`config.mk`:
```
export PLATFORM = sky130hd
export DESIGN_NAME = mem_port_arbiter
export DESIGN_NICKNAME = d
export VERILOG_FILES = /design/src/rtl/mem_port_arbiter.sv
export SDC_FILE = /design/constraint.sdc
export NUM_CORES = 1
export LEC_CHECK = 0
export ABC_AREA = 1
export ABC_CLOCK_PERIOD_IN_PS = 1900
export CAP_MARGIN = 10
export CELL_PAD_IN_SITES_DETAIL_PLACEMENT = 0
export CELL_PAD_IN_SITES_GLOBAL_PLACEMENT = 1
export CORE_UTILIZATION = 31
export DETAILED_ROUTE_END_ITERATION = 10
export PLACE_DENSITY = 0.82
export RECOVER_POWER = 50
export SYNTH_ARGS = -nofsm -noshare
export SYNTH_HDL_FRONTEND = slang
export SYNTH_SLANG_ARGS = --single-unit
```
`constraint.sdc`:
```
create_clock -name clk -period 1.9 [get_ports clk]
set_input_delay 0.475 -clock clk [delete_from_list [all_inputs] [get_ports clk]]
set_output_delay 0.475 -clock clk [all_outputs]
set_load 0.02 [all_outputs]
```
`src/rtl/mem_port_arbiter.sv`:
```
// rtl/mem_port_arbiter.sv - round-robin arbiter sharing one memory port between fetch and data
module mem_port_arbiter #(
    parameter int ADDR_W  = 32,
    parameter int DATA_W  = 32,
    parameter int TIMEOUT = 255
) (
    input  logic              clk,
    input  logic              reset,
    input  logic              if_req,
    input  logic [ADDR_W-1:0] if_addr,
    output logic [DATA_W-1:0] if_rdata,
    output logic              if_ready,
    input  logic              d_req,
    input  logic              d_we,
    input  logic              d_byte,
    input  logic [ADDR_W-1:0] d_addr,
    input  logic [DATA_W-1:0] d_wdata,
    output logic [DATA_W-1:0] d_rdata,
    output logic              d_ready,
    output logic              stall_f,
    output logic              stall_d,
    output logic              err,
    output logic              m_req,
    output logic              m_we,
    output logic              m_byte,
    output logic [ADDR_W-1:0] m_addr,
    output logic [DATA_W-1:0] m_wdata,
    input  logic [DATA_W-1:0] m_rdata,
    input  logic              m_ack
);

    typedef enum logic [1:0] {IDLE, WAIT_I, WAIT_D, DONE} state_t;

    localparam logic [DATA_W-1:0] ABORT_DATA = DATA_W'(32'hDEADBEEF);
    localparam logic [7:0]        WDOG_LAST  = 8'(TIMEOUT - 1);

    state_t     state;
    state_t     state_nxt;
    logic       last_grant;  // 1 = data was granted last
    logic [7:0] wdog;
    logic       grant_i;
    logic       grant_d;
    logic       timeout_hit;

    always_ff @(posedge clk or negedge reset) begin
        if (!reset) begin
            state <= IDLE;
        end else begin
            state <= state_nxt;
        end
    end

    always_comb begin
        state_nxt = state;
        case (state)
            IDLE: begin
                if (grant_i) begin
                    state_nxt = WAIT_I;
                end else if (grant_d) begin
                    state_nxt = WAIT_D;
                end
            end
            WAIT_I, WAIT_D: begin
                if (m_ack || timeout_hit) begin
                    state_nxt = DONE;
                end
            end
            DONE:    state_nxt = IDLE;
            default: state_nxt = IDLE;
        endcase
    end

    // Under contention the port not granted last wins.
    always_comb begin
        grant_i = 1'b0;
        grant_d = 1'b0;
        if (state == IDLE) begin
            if (if_req && d_req) begin
                grant_i = last_grant;
                grant_d = ~last_grant;
            end else begin
                grant_i = if_req;
                grant_d = d_req;
            end
        end
        timeout_hit = (wdog == WDOG_LAST);
        stall_f     = if_req & ~if_ready;
        stall_d     = d_req & ~d_ready;
    end

    always_ff @(posedge clk or negedge reset) begin
        if (!reset) begin
            m_req      <= 1'b0;
            m_we       <= 1'b0;
            m_byte     <= 1'b0;
            m_addr     <= '0;
            m_wdata    <= '0;
            if_rdata   <= '0;
            d_rdata    <= '0;
            if_ready   <= 1'b0;
            d_ready    <= 1'b0;
            err        <= 1'b0;
            last_grant <= 1'b0;
            wdog       <= '0;
        end else begin
            if_ready <= 1'b0;
            d_ready  <= 1'b0;
            err      <= 1'b0;
            case (state)
                IDLE: begin
                    if (grant_i) begin
                        m_req      <= 1'b1;
                        m_we       <= 1'b0;
                        m_byte     <= 1'b0;
                        m_addr     <= if_addr;
                        last_grant <= 1'b0;
                        wdog       <= '0;
                    end else if (grant_d) begin
                        m_req      <= 1'b1;
                        m_we       <= d_we;
                        m_byte     <= d_byte;
                        m_addr     <= d_addr;
                        m_wdata    <= d_wdata;
                        last_grant <= 1'b1;
                        wdog       <= '0;
                    end
                end
                WAIT_I: begin
                    if (m_ack) begin
                        m_req    <= 1'b0;
                        if_rdata <= m_rdata;
                        if_ready <= 1'b1;
                    end else if (timeout_hit) begin
                        m_req    <= 1'b0;
                        if_rdata <= ABORT_DATA;
                        if_ready <= 1'b1;
                        err      <= 1'b1;
                    end else begin
                        wdog <= wdog + 8'd1;
                    end
                end
                WAIT_D: begin
                    if (m_ack) begin
                        m_req   <= 1'b0;
                        d_ready <= 1'b1;
                        if (!m_we) begin
                            d_rdata <= m_rdata;
                        end
                    end else if (timeout_hit) begin
                        m_req   <= 1'b0;
                        d_ready <= 1'b1;
                        err     <= 1'b1;
                        if (!m_we) begin
                            d_rdata <= ABORT_DATA;
                        end
                    end else begin
                        wdog <= wdog + 8'd1;
                    end
                end
                default: ;
            endcase
        end
    end

endmodule

```
Word-level counts from Yosys, hierarchy flattened. Cells that the tools add are included. W data, S select, Z words.

Equal/unequal tests: 11. Muxes and demuxes: 37. Reduce and logical (&&, ||, !) cells: 14. Bitwise operators: 6. $add $sub $neg: 1.

Operator list (number): $mux W32 (8); $mux W8 (4); $mux W1 (19); $pmux W8 S2 (1); $add A8 B1 Y8 const B (1); $eq A8 B8 Y1 const B (1); $ne A2 B2 Y1 const B (4); $reduce_and A4 Y1 (2); $mux W2 (3); $pmux W2 S3 (1); $reduce_and A2 Y1 (3); $reduce_and A3 Y1 (2); $reduce_bool A2 Y1 (3); $eq A2 B2 Y1 const B (2); $not A1 Y1 (4); $ne A3 B1 Y1 const B (1); $ne A3 B3 Y1 const B (1); $and A1 B1 Y1 (2); $eq A2 B1 Y1 const B (1); $logic_not A2 Y1 (1); $ne A2 B1 Y1 const B (1); $pmux W1 S2 (1); $reduce_or A2 Y1 (1); $logic_and A1 B1 Y1 (1); $logic_or A1 B1 Y1 (1).

Input port bits: 135. Word-level logic and storage cells: 82. Register bits: 145.

Logic depth before layout (Yosys ltp).
Depth after elaboration: 6. Mapped depth: 11. Mapped depth without buffers: 10.

Worst setup path after synthesis. OpenSTA, ideal clock, no wires.

Path type: flip-flop to flip-flop. From: register state[0]. To: register wdog[4]. Arrival time: 1498 ps. Cell stages (with the launch flop): 10. Slack: 285 ps. Period minus slack after synthesis: 1615 ps. Data required time: 1783 ps. Cells stage by stage: dfrtp_1 inv_1 ha_1 inv_1 clkbuf_1 nand2_1 nand2_1 nand2_1 nand2_1 nand2_1.

Word-level cells in the longest chain between the ends: 4.

RTL lines: start, declared (line 37) `state_t state;`; start signal, assigned (line 49) `state <= state_nxt;`; $eq A2 B1 Y1, or another cell as far along (line 109) `case (state)`; $reduce_or A2 Y1 (no source line) or $mux W1 (tied branches); $ne A2 B2 Y1 (no source line), or another cell as far along; $reduce_and A4 Y1 (no source line) or $pmux W8 S2 (tied branches); end signal, assigned (line 139) `wdog <= wdog + 8'd1;`; end signal, assigned (line 157) `wdog <= wdog + 8'd1;`; end, declared (line 40) `logic [7:0] wdog;`.

Several ways; a longest one is shown, not always the timed one. A chain may end at the register's enable or synchronous reset.

Final worst setup path.
From: register m_addr[4]. To: output port m_addr[4].

RTL lines: start, declared (line 26) `output logic [ADDR_W-1:0] m_addr,`; start signal, assigned (line 115) `m_addr <= if_addr;`; start signal, assigned (line 122) `m_addr <= d_addr;`.

No word-level cell between the ends.

==> impl_metrics.csv <==
group,metric,value,unit
outcome,status,"completed",
synthesis,synth_cell_type_count,32,
global_route,grt_pass1_vias,5630,
worst_setup_path,slowest_delay,0.62,ns
power_and_ir_drop,power_frac_comb,0.485,
min_path,hold_class,"reg -> reg",
placement,dp_slack,-0.3711,ns
worst_setup_path,end_kind,"output port",
timing,slew_headroom,0.2357,
synthesis,syn_area,0.006357,mm²
synthesis,synth.area.top_cells,"dfrtp_1, nand2_1, nand3_1",
power_and_ir_drop,ir_worst_vdd,787.6,µV
floorplan,die-area,0.02108,mm²
cts,numCtsBuffers,17,
timing,finClkSkew,0.007677,ns
layout,final_cell_area,0.009851,mm²
drt,wl,18520,µm
layout,diodes,0,
power_and_ir_drop,power.total,17.14,mW
cts,cts.clk_slew.worst_paths,0.07,ns
power_and_ir_drop,clkPwrFrac,0.201,
power_and_ir_drop,p_sw,7.020,mW
timing,fin_crit_sh,0.9808,
cts,cts_sinks,145,
power_and_ir_drop,p_leak,4.603,nW
cts,htreeDepth,4,
min_path,hp-start,"if_rdata[19]",
worst_setup_path,reg2reg_from,"state[0]",
placement,gp_congestion,0.7828,
drt,ant_nets,0,
synthesis,synth.most_common_cell,"nand2_1",
synthesis,synthTopCellsByCount,"nand2_1, dfrtp_1, nand3_1, nor2_1, o21ai_2",
floorplan,die_w,145.2,µm
worst_setup_path,path_buf_inv,1,
floorplan,die_y,145.2,µm
worst_setup_path,cp-startpoint,"m_addr[4]",
placement,postPlaceCellArea,0.009534,mm²
drt,num_vias,5518,
synthesis,yosysSeqAreaShare,0.5708,
layout,nFillCells,1971,
power_and_ir_drop,sequentialPowerShare,0.313,
synthesis,synth-warning-count,0,
floorplan,start_util,0.3152,
floorplan,fp-row-count,52,
worst_setup_path,start_kind,"flop",
timing,drv_slew,0,
worst_setup_path,arrival,1.39,ns
worst_setup_path,cp_cell_sequence,"clkdlybuf4s50_1",
floorplan,boundaryPins,271,
global_route,grt.total_usage,0.1816,
cts,insertion_delay,0.42,ns
worst_setup_path,crit_type,"reg -> out",
drt,drc,0,
worst_setup_path,cp.required,1.42,ns
global_route,antenna_found_initial,0,
global_route,grt_first_pass_wirelength,30060,µm
global_route,grt_max_degree,65,
layout,stdcell_count,1201,
power_and_ir_drop,swShare,0.4096,
timing,setup_viol,0,
drt,first_pass_iters,4,
layout,nets,1060,
synthesis,synth_edf_count,0,
synthesis,yosysTopAreaCell,"dfrtp_1",
timing,period_needed,1.864,ns
worst_setup_path,cpLargestDelayFamily,"buffers and inverters",
timing,hold_viol,0,
worst_setup_path,crit_path_max_fanout,2,
placement,dp_hpwl,13490,µm
placement,dp_cells,1168,
worst_setup_path,cp_slowest_cell,"clkdlybuf4s50_1",
synthesis,synth_seq_cells,145,
synthesis,avgSynthCellArea,10.04,µm²
timing,fin_ws,0.03649,ns
layout,drive_gt1_frac,0.1654,
cts,cts_root_buf,"clkbuf_16",
power_and_ir_drop,pwr_density_cell,1740,mW/mm²
synthesis,synthArstFlopShare,1.000,
drt,wl_per_cell,15.42,µm
drt,viasPerCell,4.595,
timing,holdWs,0.4787,ns
run,cap_violations,0,
power_and_ir_drop,p_int,10.12,mW
timing,max_freq,0.5366,GHz
worst_setup_path,r2r_slack,0.18,ns
layout,areaGrowthSynthToFinish,54.95,%
timing,worst_slew_pin_slew,1.147,ns
global_route,gr-total-overflow,0,
synthesis,synthesis.nets,775,
placement,port_buffers,270,
synthesis,synth_top_area_share,0.5708,
cts,cts_tree,"yes",
drt,drt_iter0_drc,265,
cts,cts_max_path_buffers,2,
synthesis,synthCells,633,
floorplan,core_region_area,0.02017,mm²
synthesis,ys.flop_type,"dfrtp_1",
worst register-to-register path: stages, from the launching register on:
cell and delay (ns):
dfrtp_1 0.41, inv_1 0.14, ha_2 0.32, inv_1 0.24
nor2_1 0.07, nand2_1 0.09, buf_4 0.11, nand2_1 0.04
inv_1 0.09, o21ai_0 0.09
power groups by stage:
stage,Clock [mW],Combinational (mW),Sequential [mW]
after floorplan,0,3.09,7.11
after global placement,0,9.09,5.36
after detailed placement,0,9.18,5.43
after CTS,3.56,9.11,5.38
after global routing,3.67,9.06,5.57
final,3.45,8.32,5.37
placed cells by master (no fill, tap or decap), types with 2 or more instances in the layout:
master and count:
buf_12 9, buf_2 2, buf_4 20, bufinv_16 2, clkbuf_1 50, clkbuf_16 17, clkbuf_2 5, clkdlybuf4s50_1 185
clkinv_4 3, clkinvlp_4 2, dfrtp_1 145, dlygate4sd2_1 13, dlymetal6s2s_1 20, ha_1 6, inv_1 16, inv_6 4
inv_8 3, mux2_2 32, nand2_1 157, nand2_2 5, nand2_4 3, nand3_1 73, nand4_1 33, nor2_1 39
nor3b_1 2, o21ai_0 7, o21ai_1 24, o21ai_2 37, o21bai_1 2, or2_2 2
stage by stage:
step / setup TNS, ns / utilization
3_3_place_gp: -15.40 / 0.4727
4_1_cts: 0 / 0.5023
2_1_floorplan: 0 / -
3_5_place_dp: -16.79 / 0.4727
6_report: 0 / 0.4884
5_1_grt: -0.001824 / 0.4884
path summary, 6_finish.rpt:
| kind | cells past startpoint | end |
|---|---|---|
| max | 1 | m_addr[4] |
| min | 2 | if_rdata[19] |
| max reg2reg | 9 | state[1] |
| min reg2reg | 2 | if_rdata[19] |
| max in group asynchronous | 3 | m_addr[7] |
| min in group asynchronous | 2 | if_rdata[28] |
metal layers:
| metal | track usage | up-vias | wire, µm |
|---|---|---|---|
| li1 | - | 2699 | - |
| met1 | 0.2333 | 2613 | 7926 |
| met2 | 0.2882 | 186 | 9004 |
| met3 | 0.05692 | 20 | 1267 |
| met4 | 0.06316 | 0 | 323 |
| met5 | 0 | - | 0 |
area by class of cell:
type | count | area [µm²] | share of cell area
multi-input combinational | 430 | 2421 | 0.2458
clock buffer | 18 | 439.2 | 0.04458
inverter | 18 | 67.56 | 0.006859
timing repair buffer | 306 | 2786 | 0.2829
tap | 270 | 337.8 | 0.03429
sequential | 145 | 3628 | 0.3683
clock inverter | 14 | 170.2 | 0.01727
cells by family (layout without fill, tap and decap cells):
family	after synthesis	after routing	share of synthesized area
simple gates	318	318	0.2271
flops	145	145	0.5708
compound gates	72	72	0.08148
buf+inv	58	356	0.04881
mux	32	32	0.05668
fa+ha+maj	7	7	0.01378
xor+xnor	1	1	0.001378
timing repair:
action                                 CTS  global route
endpoints found under the hold margin   37             0
setup buffers                            0             0
hold buffers                             1             0
gates resized for setup                 18            72
setup endpoints to repair               15            78
flip-flops by register name, summed over array words and instances (netlist names):
name and cells:
if_ready 1, m_addr 32, m_req 1, m_byte 1
m_wdata 32, d_rdata 32, err 1, d_ready 1
state 2, m_we 1, if_rdata 32, wdog 8
last_grant 1
Power figures use the tool's default switching activity.
